## config.mk

```make
export PLATFORM = sky130hd
export DESIGN_NAME = shift_add_mult_n
export DESIGN_NICKNAME = d
export VERILOG_FILES = /design/src/rtl/shift_add_mult_n_pkg.sv /design/src/rtl/shift_add_mult_n_datapath.sv /design/src/rtl/shift_add_mult_n.sv
export SDC_FILE = /design/constraint.sdc
export NUM_CORES = 1
export LEC_CHECK = 0
export BUFFER_PORTS_ARGS = -buffer_cell sky130_fd_sc_hd__buf_2
export CAP_MARGIN = 20
export CORE_MARGIN = 5
export CORE_UTILIZATION = 45
export DETAILED_ROUTE_END_ITERATION = 7
export SYNTH_ARGS = -nofsm -noshare
export SYNTH_HDL_FRONTEND = slang
export SYNTH_SLANG_ARGS = --single-unit
```

## constraint.sdc

```tcl
create_clock -name clk -period 2.5 [get_ports clk]
set_input_delay 0.25 -clock clk [delete_from_list [all_inputs] [get_ports clk]]
set_output_delay 0.25 -clock clk [all_outputs]
set_load 0.005 [all_outputs]
```

## src/rtl/shift_add_mult_n_pkg.sv

```systemverilog
// Shared definitions for the shift-add multiplier family: FSM states, counter
// sizing and the operand magnitude helper used by several arithmetic blocks.
package shift_add_mult_n_pkg;

    typedef enum logic [1:0] {
        IDLE = 2'd0,
        CALC = 2'd1,
        FIN  = 2'd2
    } state_t;

    localparam int unsigned ABS_MAX_W = 64;

    // Step counter runs 0..N-1; at least one bit even for tiny N.
    function automatic int unsigned cnt_width(input int unsigned n);
        int unsigned w;
        if (n < 32'd3) begin
            w = 32'd1;
        end else begin
            w = $clog2(n);
        end
        return w;
    endfunction

    localparam int unsigned CNT_W_DEFAULT = cnt_width(32'd8);

    // |x| over the low w bits; in signed mode the most negative value maps to
    // 2^(w-1), which still fits in w unsigned bits.
    function automatic logic [ABS_MAX_W-1:0] abs_n(input logic [ABS_MAX_W-1:0] x,
                                                   input int unsigned          w,
                                                   input logic                 sgn);
        logic [ABS_MAX_W-1:0] mask;
        logic [ABS_MAX_W-1:0] r;
        logic                 msb;
        if (w >= ABS_MAX_W) begin
            mask = {ABS_MAX_W{1'b1}};
        end else begin
            mask = (64'd1 << w) - 64'd1;
        end
        msb = ((x >> (w - 32'd1)) & 64'd1) != 64'd0;
        if (sgn && msb) begin
            r = (~x + 64'd1) & mask;
        end else begin
            r = x & mask;
        end
        return r;
    endfunction

endpackage

```

## src/rtl/shift_add_mult_n_datapath.sv

```systemverilog
// Datapath of the shift-add multiplier: multiplicand/multiplier shifters,
// product accumulator and final two's-complement sign fix.
module mult_datapath_n
    import shift_add_mult_n_pkg::*;
#(
    parameter int N = 8
) (
    input  logic           clk,
    input  logic           rst_n,
    input  logic           load,
    input  logic           step,
    input  logic           fix,
    input  logic           sgn,
    input  logic [N-1:0]   a_in,
    input  logic [N-1:0]   b_in,
    output logic           b0,
    output logic           bzero_next,
    output logic [2*N-1:0] p
);

    logic [2*N-1:0] a_q, a_d;
    logic [2*N-1:0] p_q, p_d;
    logic [N-1:0]   b_q, b_d;
    logic           neg_q, neg_d;
    logic [N-1:0]   a_mag_s;
    logic [N-1:0]   b_mag_s;

    assign a_mag_s = N'(abs_n(64'(a_in), N, sgn));
    assign b_mag_s = N'(abs_n(64'(b_in), N, sgn));

    // Next-state selection: load new operands, take one shift-add step, or fix the sign.
    always_comb begin
        a_d   = a_q;
        b_d   = b_q;
        p_d   = p_q;
        neg_d = neg_q;
        if (load) begin
            a_d   = {{N{1'b0}}, a_mag_s};
            b_d   = b_mag_s;
            p_d   = {(2*N){1'b0}};
            neg_d = sgn & (a_in[N-1] ^ b_in[N-1]);
        end else if (step) begin
            if (b_q[0]) begin
                p_d = p_q + a_q;
            end else begin
                p_d = p_q;
            end
            a_d = a_q << 1;
            b_d = b_q >> 1;
        end else if (fix) begin
            if (neg_q) begin
                p_d = ~p_q + {{(2*N-1){1'b0}}, 1'b1};
            end else begin
                p_d = p_q;
            end
        end else begin
            p_d = p_q;
        end
    end

    // Datapath registers; reset clears everything so an aborted run leaves no result.
    always_ff @(posedge clk or negedge rst_n) begin
        if (!rst_n) begin
            a_q   <= {(2*N){1'b0}};
            b_q   <= {N{1'b0}};
            p_q   <= {(2*N){1'b0}};
            neg_q <= 1'b0;
        end else begin
            a_q   <= a_d;
            b_q   <= b_d;
            p_q   <= p_d;
            neg_q <= neg_d;
        end
    end

    assign b0         = b_q[0];
    assign bzero_next = (b_q[N-1:1] == {(N-1){1'b0}});
    assign p          = p_q;

endmodule

```

## src/rtl/shift_add_mult_n.sv

```systemverilog
// N-bit sequential shift-add multiplier with optional signed mode, early
// termination and a start/busy/done handshake. Control only; arithmetic lives in the datapath.
module shift_add_mult_n
    import shift_add_mult_n_pkg::*;
#(
    parameter int N         = 8,
    parameter bit SIGNED_EN = 1'b1
) (
    input  logic           clk,
    input  logic           reset,
    input  logic           start,
    input  logic           signed_mode,
    input  logic [N-1:0]   dataA,
    input  logic [N-1:0]   dataB,
    output logic           busy,
    output logic           done,
    output logic [2*N-1:0] P
);

    localparam int CW = cnt_width(N);

    state_t          state_q;
    logic [CW-1:0]   count_q;
    logic            done_q;
    logic            busy_q;
    logic            sgn_s;
    logic            load_s;
    logic            step_s;
    logic            fix_s;
    logic            b0_s;
    logic            bzero_next_s;

    generate
        if (SIGNED_EN) begin : g_signed
            assign sgn_s = signed_mode;
        end else begin : g_unsigned
            assign sgn_s = 1'b0;
        end
    endgenerate

    assign load_s = (state_q == IDLE) && start;
    assign step_s = (state_q == CALC);
    assign fix_s  = (state_q == FIN);

    mult_datapath_n #(.N(N)) u_dp (
        .clk        (clk),
        .rst_n      (reset),
        .load       (load_s),
        .step       (step_s),
        .fix        (fix_s),
        .sgn        (sgn_s),
        .a_in       (dataA),
        .b_in       (dataB),
        .b0         (b0_s),
        .bzero_next (bzero_next_s),
        .p          (P)
    );

    // Control FSM with step counter; busy and done are registered alongside the state.
    always_ff @(posedge clk or negedge reset) begin
        if (!reset) begin
            state_q <= IDLE;
            count_q <= {CW{1'b0}};
            done_q  <= 1'b0;
            busy_q  <= 1'b0;
        end else begin
            case (state_q)
                IDLE: begin
                    done_q <= 1'b0;
                    if (start) begin
                        state_q <= CALC;
                        count_q <= {CW{1'b0}};
                        busy_q  <= 1'b1;
                    end else begin
                        state_q <= IDLE;
                        busy_q  <= 1'b0;
                    end
                end
                CALC: begin
                    count_q <= count_q + {{(CW-1){1'b0}}, 1'b1};
                    // Stop once no multiplier bits remain or all N bits were consumed.
                    if (bzero_next_s || (count_q == CW'(N - 1))) begin
                        state_q <= FIN;
                    end else begin
                        state_q <= CALC;
                    end
                end
                FIN: begin
                    done_q  <= 1'b1;
                    busy_q  <= 1'b0;
                    state_q <= IDLE;
                end
                default: begin
                    state_q <= IDLE;
                    done_q  <= 1'b0;
                    busy_q  <= 1'b0;
                end
            endcase
        end
    end

    assign busy = busy_q;
    assign done = done_q;

endmodule

```

Yosys cells after proc, flatten, opt, wreduce, memory -nomap -nowiden
Cells that the tools add are included.
{ "classes": {"n_addsub": 5, "eq_ne": 5, "mux": 19, "bitwise": 5, "reduce_logical": 12} }
{ "op_table": {"columns": ["op", "n"], "rows": [
  ["$mux 16", 7],
  ["$mux 8", 4],
  ["$add 16x1->16 const B", 1],
  ["$add 16x16->16", 1],
  ["$add 8x1->8 const B", 2],
  ["$not 16->16", 1],
  ["$not 8->8", 2],
  ["$logic_not 7->1", 1],
  ["$pmux 3 s2", 1],
  ["$reduce_bool 3->1", 2],
  ["$pmux 1 s2", 2],
  ["$pmux 2 s2", 1],
  ["$reduce_bool 2->1", 2],
  ["$add 3x1->3 const B", 1],
  ["$eq 3x3->1 const B", 1],
  ["$logic_and 1x1->1", 3],
  ["$mux 3", 1],
  ["$ne 3x2->1 const B", 1],
  ["$reduce_and 3->1", 1],
  ["$eq 2x1->1 const B", 1],
  ["$eq 2x2->1 const B", 1],
  ["$logic_not 2->1", 1],
  ["$mux 1", 2],
  ["$mux 2", 1],
  ["5 further kinds", 5]
]} }
{ "word_totals": {"regBits": 48, "inputBits": 20, "out_inout_bits": 18} }

Depth between registers and ports, before layout
{ "depth": {"word_depth": 6, "ltp_mapped": 9, "depth_no_buf": 9} }

Hierarchy
Synthesis repeated with hierarchy kept, for this count alone.
{ "unflattened": {"cells_unflattened": 399, "hier_area_um2": 3519.6} }
{ "by_module_without_submodules": {"columns": ["mod", "instances", "cells_per_inst", "area_per_inst_um2"], "rows": [
  ["mult_datapath_n", 1, 376, 3211.8],
  ["shift_add_mult_n", 1, 23, 307.8]
]} }

Least setup slack after synthesis
No wires, ideal clock.
{ "synth_path": {"path_type": "reg2reg", "from": "register u_dp.p_q[7] (netlist: u_dp.p[7])", "to": "register u_dp.p_q[14] (netlist: u_dp.p[14])", "setup_ns": 0.120, "t_arrival_ns": 2.156, "t_required_ns": 2.380, "slack_ns": 0.224, "stages_incl_launch_ff": 9, "n_path_buf": 1, "synth_period_minus_slack_ns": 2.276, "cell_sequence": "dfrtp_1 > ha_1 > buf_6 > a21o_1 > a21o_1 > a21oi_2 > nor2_1 > or4_1 > a31o_1"} }
{ "synth_between": {"elab_chain_cells": 6, "word_cells_on_any_way": 8, "classes_between": "add/sub (2); mux (5); bitwise (1)"} }
{ "synth_lines": {"columns": ["item", "line", "rtl"], "rows": [
  ["from (decl)", "shift_add_mult_n_datapath.sv:22", "logic [2*N-1:0] p_q, p_d;"],
  ["from (signal assigned)", "shift_add_mult_n_datapath.sv:66", "p_q <= {(2*N){1'b0}};"],
  ["from (signal assigned)", "shift_add_mult_n_datapath.sv:71", "p_q <= p_d;"],
  ["$not 16->16", "shift_add_mult_n_datapath.sv:52", "p_d = ~p_q + {{(2*N-1){1'b0}}, 1'b1};"],
  ["$add 16x1->16", "shift_add_mult_n_datapath.sv:52", null],
  ["$mux 16", "shift_add_mult_n_datapath.sv:51", "if (neg_q) begin"],
  ["$mux 16", "shift_add_mult_n_datapath.sv:50", "end else if (fix) begin"],
  ["$mux 16 (*)", "shift_add_mult_n_datapath.sv:42", "end else if (step) begin"],
  ["$mux 16 (*)", "shift_add_mult_n_datapath.sv:37", "if (load) begin"]
]} }
Mark *: on every way between the ends. The rest lies on a longest branch, timed or not. The select of a mux whose other input is x is not followed.
A chain may end at the register's enable or synchronous reset.

Final worst setup path
{ "layout_path": {"from": "register u_dp.a_q[0]", "to": "register u_dp.p_q[10] (netlist: u_dp.p[10])"} }
{ "layout_between": {"elab_chain_cells": 4} }
{ "layout_lines": {"columns": ["item", "line", "rtl"], "rows": [
  ["from (decl)", "shift_add_mult_n_datapath.sv:21", "logic [2*N-1:0] a_q, a_d;"],
  ["from (signal assigned)", "shift_add_mult_n_datapath.sv:64", "a_q <= {(2*N){1'b0}};"],
  ["$add 16x16->16", "shift_add_mult_n_datapath.sv:44", "p_d = p_q + a_q;"],
  ["$mux 16", "shift_add_mult_n_datapath.sv:43", "if (b_q[0]) begin"],
  ["$mux 16", "shift_add_mult_n_datapath.sv:42", null],
  ["$mux 16", "shift_add_mult_n_datapath.sv:37", null]
]} }
Every way passes these cells. The select of a mux whose other input is x is not followed.

==> summary.txt <==
Worst setup path
  • CP Capture Type: register
  • Worst path slowest cell: fa_1
  • CP required: 2.71 ns
  • Reg-to-reg slack, setup: 0.18 ns
  • Reg-to-Reg Start: u_dp.a_q[0]
  • CP startpoint kind: register
  • Reg2reg path depth: 10
  • CP peak stage delay: 0.41 ns
  • Crit Path Max Fanout: 4
  • Worst path cell trace: ha_2 -> inv_1 -> fa_1 -> nor2b_1 -> o21a_1 -> o21ai_2 -> buf_4 -> and2_1 -> o2111a_1 -> a211o_1
  • Worst Setup EP: u_dp.p[10]
  • Crit path launch: u_dp.a_q[0]
  • Reg2reg end: u_dp.p[10]
  • WS Path Type: reg -> reg
  • Crit path DAT: 2.53 ns

Timing
  • Worst Tran Pin Value: 0.541 ns
  • Setup_tns: 0 ns
  • Layout Skew: 0.00575 ns
  • Max-slew violations: 0
  • Maximum clock rate: 430 MHz
  • # setup viols final: 0
  • Tcrit/Tclk final: 92.9%
  • Tmin final: 2.32 ns
  • Min setup slack post-route: 0.177 ns
  • Slew headroom: 63.0%
  • Final hold violation count: 0
  • RSZ-0062 raised after global routing: no

Die
  • Die ar.: 9300 µm²
  • Chip width: 96.4 µm
  • Boundary pin count: 38
  • Core ar.: 7250 µm²
  • Starting density of the core: 46.3%
  • FP Rows: 31
  • Die Height: 96.4 µm

Synth
  • Compound-Gate Fraction of Synth Area: 27.6%
  • FFs w/ async S/R, synth: 100%
  • Synth warnings: 0
  • Yosys top cell by area: dfrtp_1
  • Synthesized flop and latch total: 48
  • Post-synthesis mux area share: 0%
  • Post-Syn Instances: 398
  • Post-synthesis net count: 439
  • Post-synth EDFFs: 0
  • Post-Synth Simple-Gate Area: 19.0%
  • Dominant cells by area after synthesis: dfrtp_1, ha_1, a21oi_1, nand2_1, nor2_1
  • Synth Area in XOR/XNOR: 4.95%
  • Share of the yosys chip area belonging to registers: 35.7%
  • Mapped cell area: 3360 µm²
  • Main combinational cell family by area after synthesis: compound AO/OA/AOI/OAI gates
  • Commonest register cell after synthesis: dfrtp_1
  • Post-Synth Adder-Cell Area: 8.04%
  • Synth Area per Inst: 8.44 µm²
  • Yosys cell types: 58
  • Share of the synthesized area in the top cell type: 35.7%

Min path
  • Hold path cells: 3
  • Hold Path Class: in -> reg

Pwr
  • Internal power: 2.86 mW
  • Leak: 1.74 nW
  • Sequential power share: 29.1%
  • Clk network pwr share: 11.3%
  • VDD IR max: 414 µV
  • Sw Share: 46.8%
  • Pwr Total: 5.37 mW
  • Psw: 2.51 mW
  • Power Density: 1390 nW/µm²
  • Combinational fraction of design power: 59.5%

Finish
  • Ant diodes: 0
  • Fin area: 3850 µm²
  • Final Non-Filler Cells: 543
  • Nets: 484
  • Area Growth Syn to Fin: 14.5%
  • Fillers: 709
  • Share of layout cells above drive strength 1: 16.2%
  • Commonest non-fill, non-tap cells in the layout: dfrtp_1, nand2_1, buf_2
  • Commonest non-fill, non-tap cell in the layout: dfrtp_1

Clocking
  • Reg clk slew, reported paths: 0.10 ns
  • Root buffer cell: clkbuf_8
  • CTS tree: built
  • CTS H-tree depth: 2
  • CTS max path bufs: 2
  • CTS Sinks: 48
  • Clock Latency Late Sink: 0.31 ns
  • Total CTS buffers: 5
  • Setup bufs post-CTS: 0

Global routing
  • Vias in the first global route: 2962
  • Initial antenna violation count: 0
  • First-pass GRT wire length: 14600 µm
  • GRT overflow: 0
  • Largest net degree at the start of global routing: 30
  • Overall routing resource usage: 20.0%

Detailed routing
  • Metal-1 WL: 4170 µm
  • Vias per std cell: 5.74
  • First DRT Iteration DRCs: 124
  • WL/cell: 16.1 µm
  • Top sig layer: met4
  • Antenna Nets Post-Route: 0
  • DR vias: 3119
  • Initial DRT Pass Iterations: 5
  • Metal3 WL: 411 µm
  • DRC errors left: 0
  • Final WL: 8770 µm
  • WL met2: 4100 µm

Place
  • Placed insts: 534
  • Post-DP Area: 3710 µm²
  • Post-DP HPWL: 6750 µm
  • PortBufs: 37
  • Setup WS pre-CTS: 0.159 ns
  • Gp weighted congestion: 0.906

Outcome
  • Outcome: complete, no violations

Job
  • Max-Cap Viols: 0
power by group through the flow:
stage               Combinational (mW)  Sequential [mW]  Clock (mW)
floorplan                         2.35             1.47           0
global placement                  3.14             1.56           0
detailed placement                3.18             1.57           0
CTS                               3.20             1.56       0.627
global route                      3.57             1.62       0.653
finish                            3.20             1.56       0.607
critical path, delay by kind of cell (launching register included):
family / cells / cell delay, ns
simple gates: 2 / 0.28
buf+inv: 2 / 0.20
flops: 1 / 0.39
fa+ha+maj: 2 / 0.61
compound gates: 4 / 0.75
synth_stat cells, drive strengths merged, types with 3 or more instances:
library cell and instances:
dfrtp 48, nand2 38, nor2 36, a21oi 34, o21ai 33, nor3 23
ha 20, inv 18, o22ai 13, a22o 12, xnor2 11, buf 9
nand3 8, xor2 8, clkbuf 7, nor2b 7, a211oi 5, a21o 5
a22oi 5, a31oi 5, o41ai 5, o21a 4, o31ai 4, nand4 3
area by class of cell:
class                   count  area [µm²]  area share [%]
clock buffers               5        68.8            1.79
clock inverters             3        50.0            1.30
inverters                  18        67.6            1.76
multi-input cells         316        2010            52.2
flip-flops and latches     48        1200            31.2
well taps                  99         124            3.22
repair buffers             54         328            8.52
flip-flops by register name, indices dropped and copies added (netlist names):
signal,count
u_dp.neg_q,1
busy,1
count_q,3
u_dp.a_q,16
state_q,2
done,1
u_dp.p,16
u_dp.b_q,8
per-layer routing:
metal | track usage, % | up-vias
li1 | - | 1567
met1 | 26.7 | 1474
met2 | 34.3 | 71
met3 | 2.79 | 7
met4 | 4.91 | 0
met5 | 0 | -
through the flow:
stage,hold WS [ns],utilization [%]
4_1_cts,0.208,53.0
3_3_place_gp,0.240,51.2
5_1_grt,0.222,53.1
3_5_place_dp,0.242,51.2
2_1_floorplan,-0.0456,-
6_report,0.215,53.1
cells by family after synthesis:
logic type               Yosys count
flip-flops                        48
adder cells (fa/ha/maj)           21
XOR/XNOR                          19
AO/OA/AOI/OAI                    142
AND/OR/NAND/NOR                  134
buffers and inverters             34
how the worst min path moves through the flow:
stage	from	end
after global placement	reset	u_dp.p[5]
after floorplan	reset	busy
after CTS	dataA[7]	u_dp.a_q[7]
final	signed_mode	u_dp.neg_q
after global routing	signed_mode	u_dp.neg_q
after detailed placement	reset	u_dp.p[6]
timing repair:
item,4_1_cts,5_1_grt
setup endpoints to repair,0,3
hold buffers,1,0
hold endpoints to repair,19,0
resized for setup,0,2
Note: power is estimated with default switching activity, not from simulation.
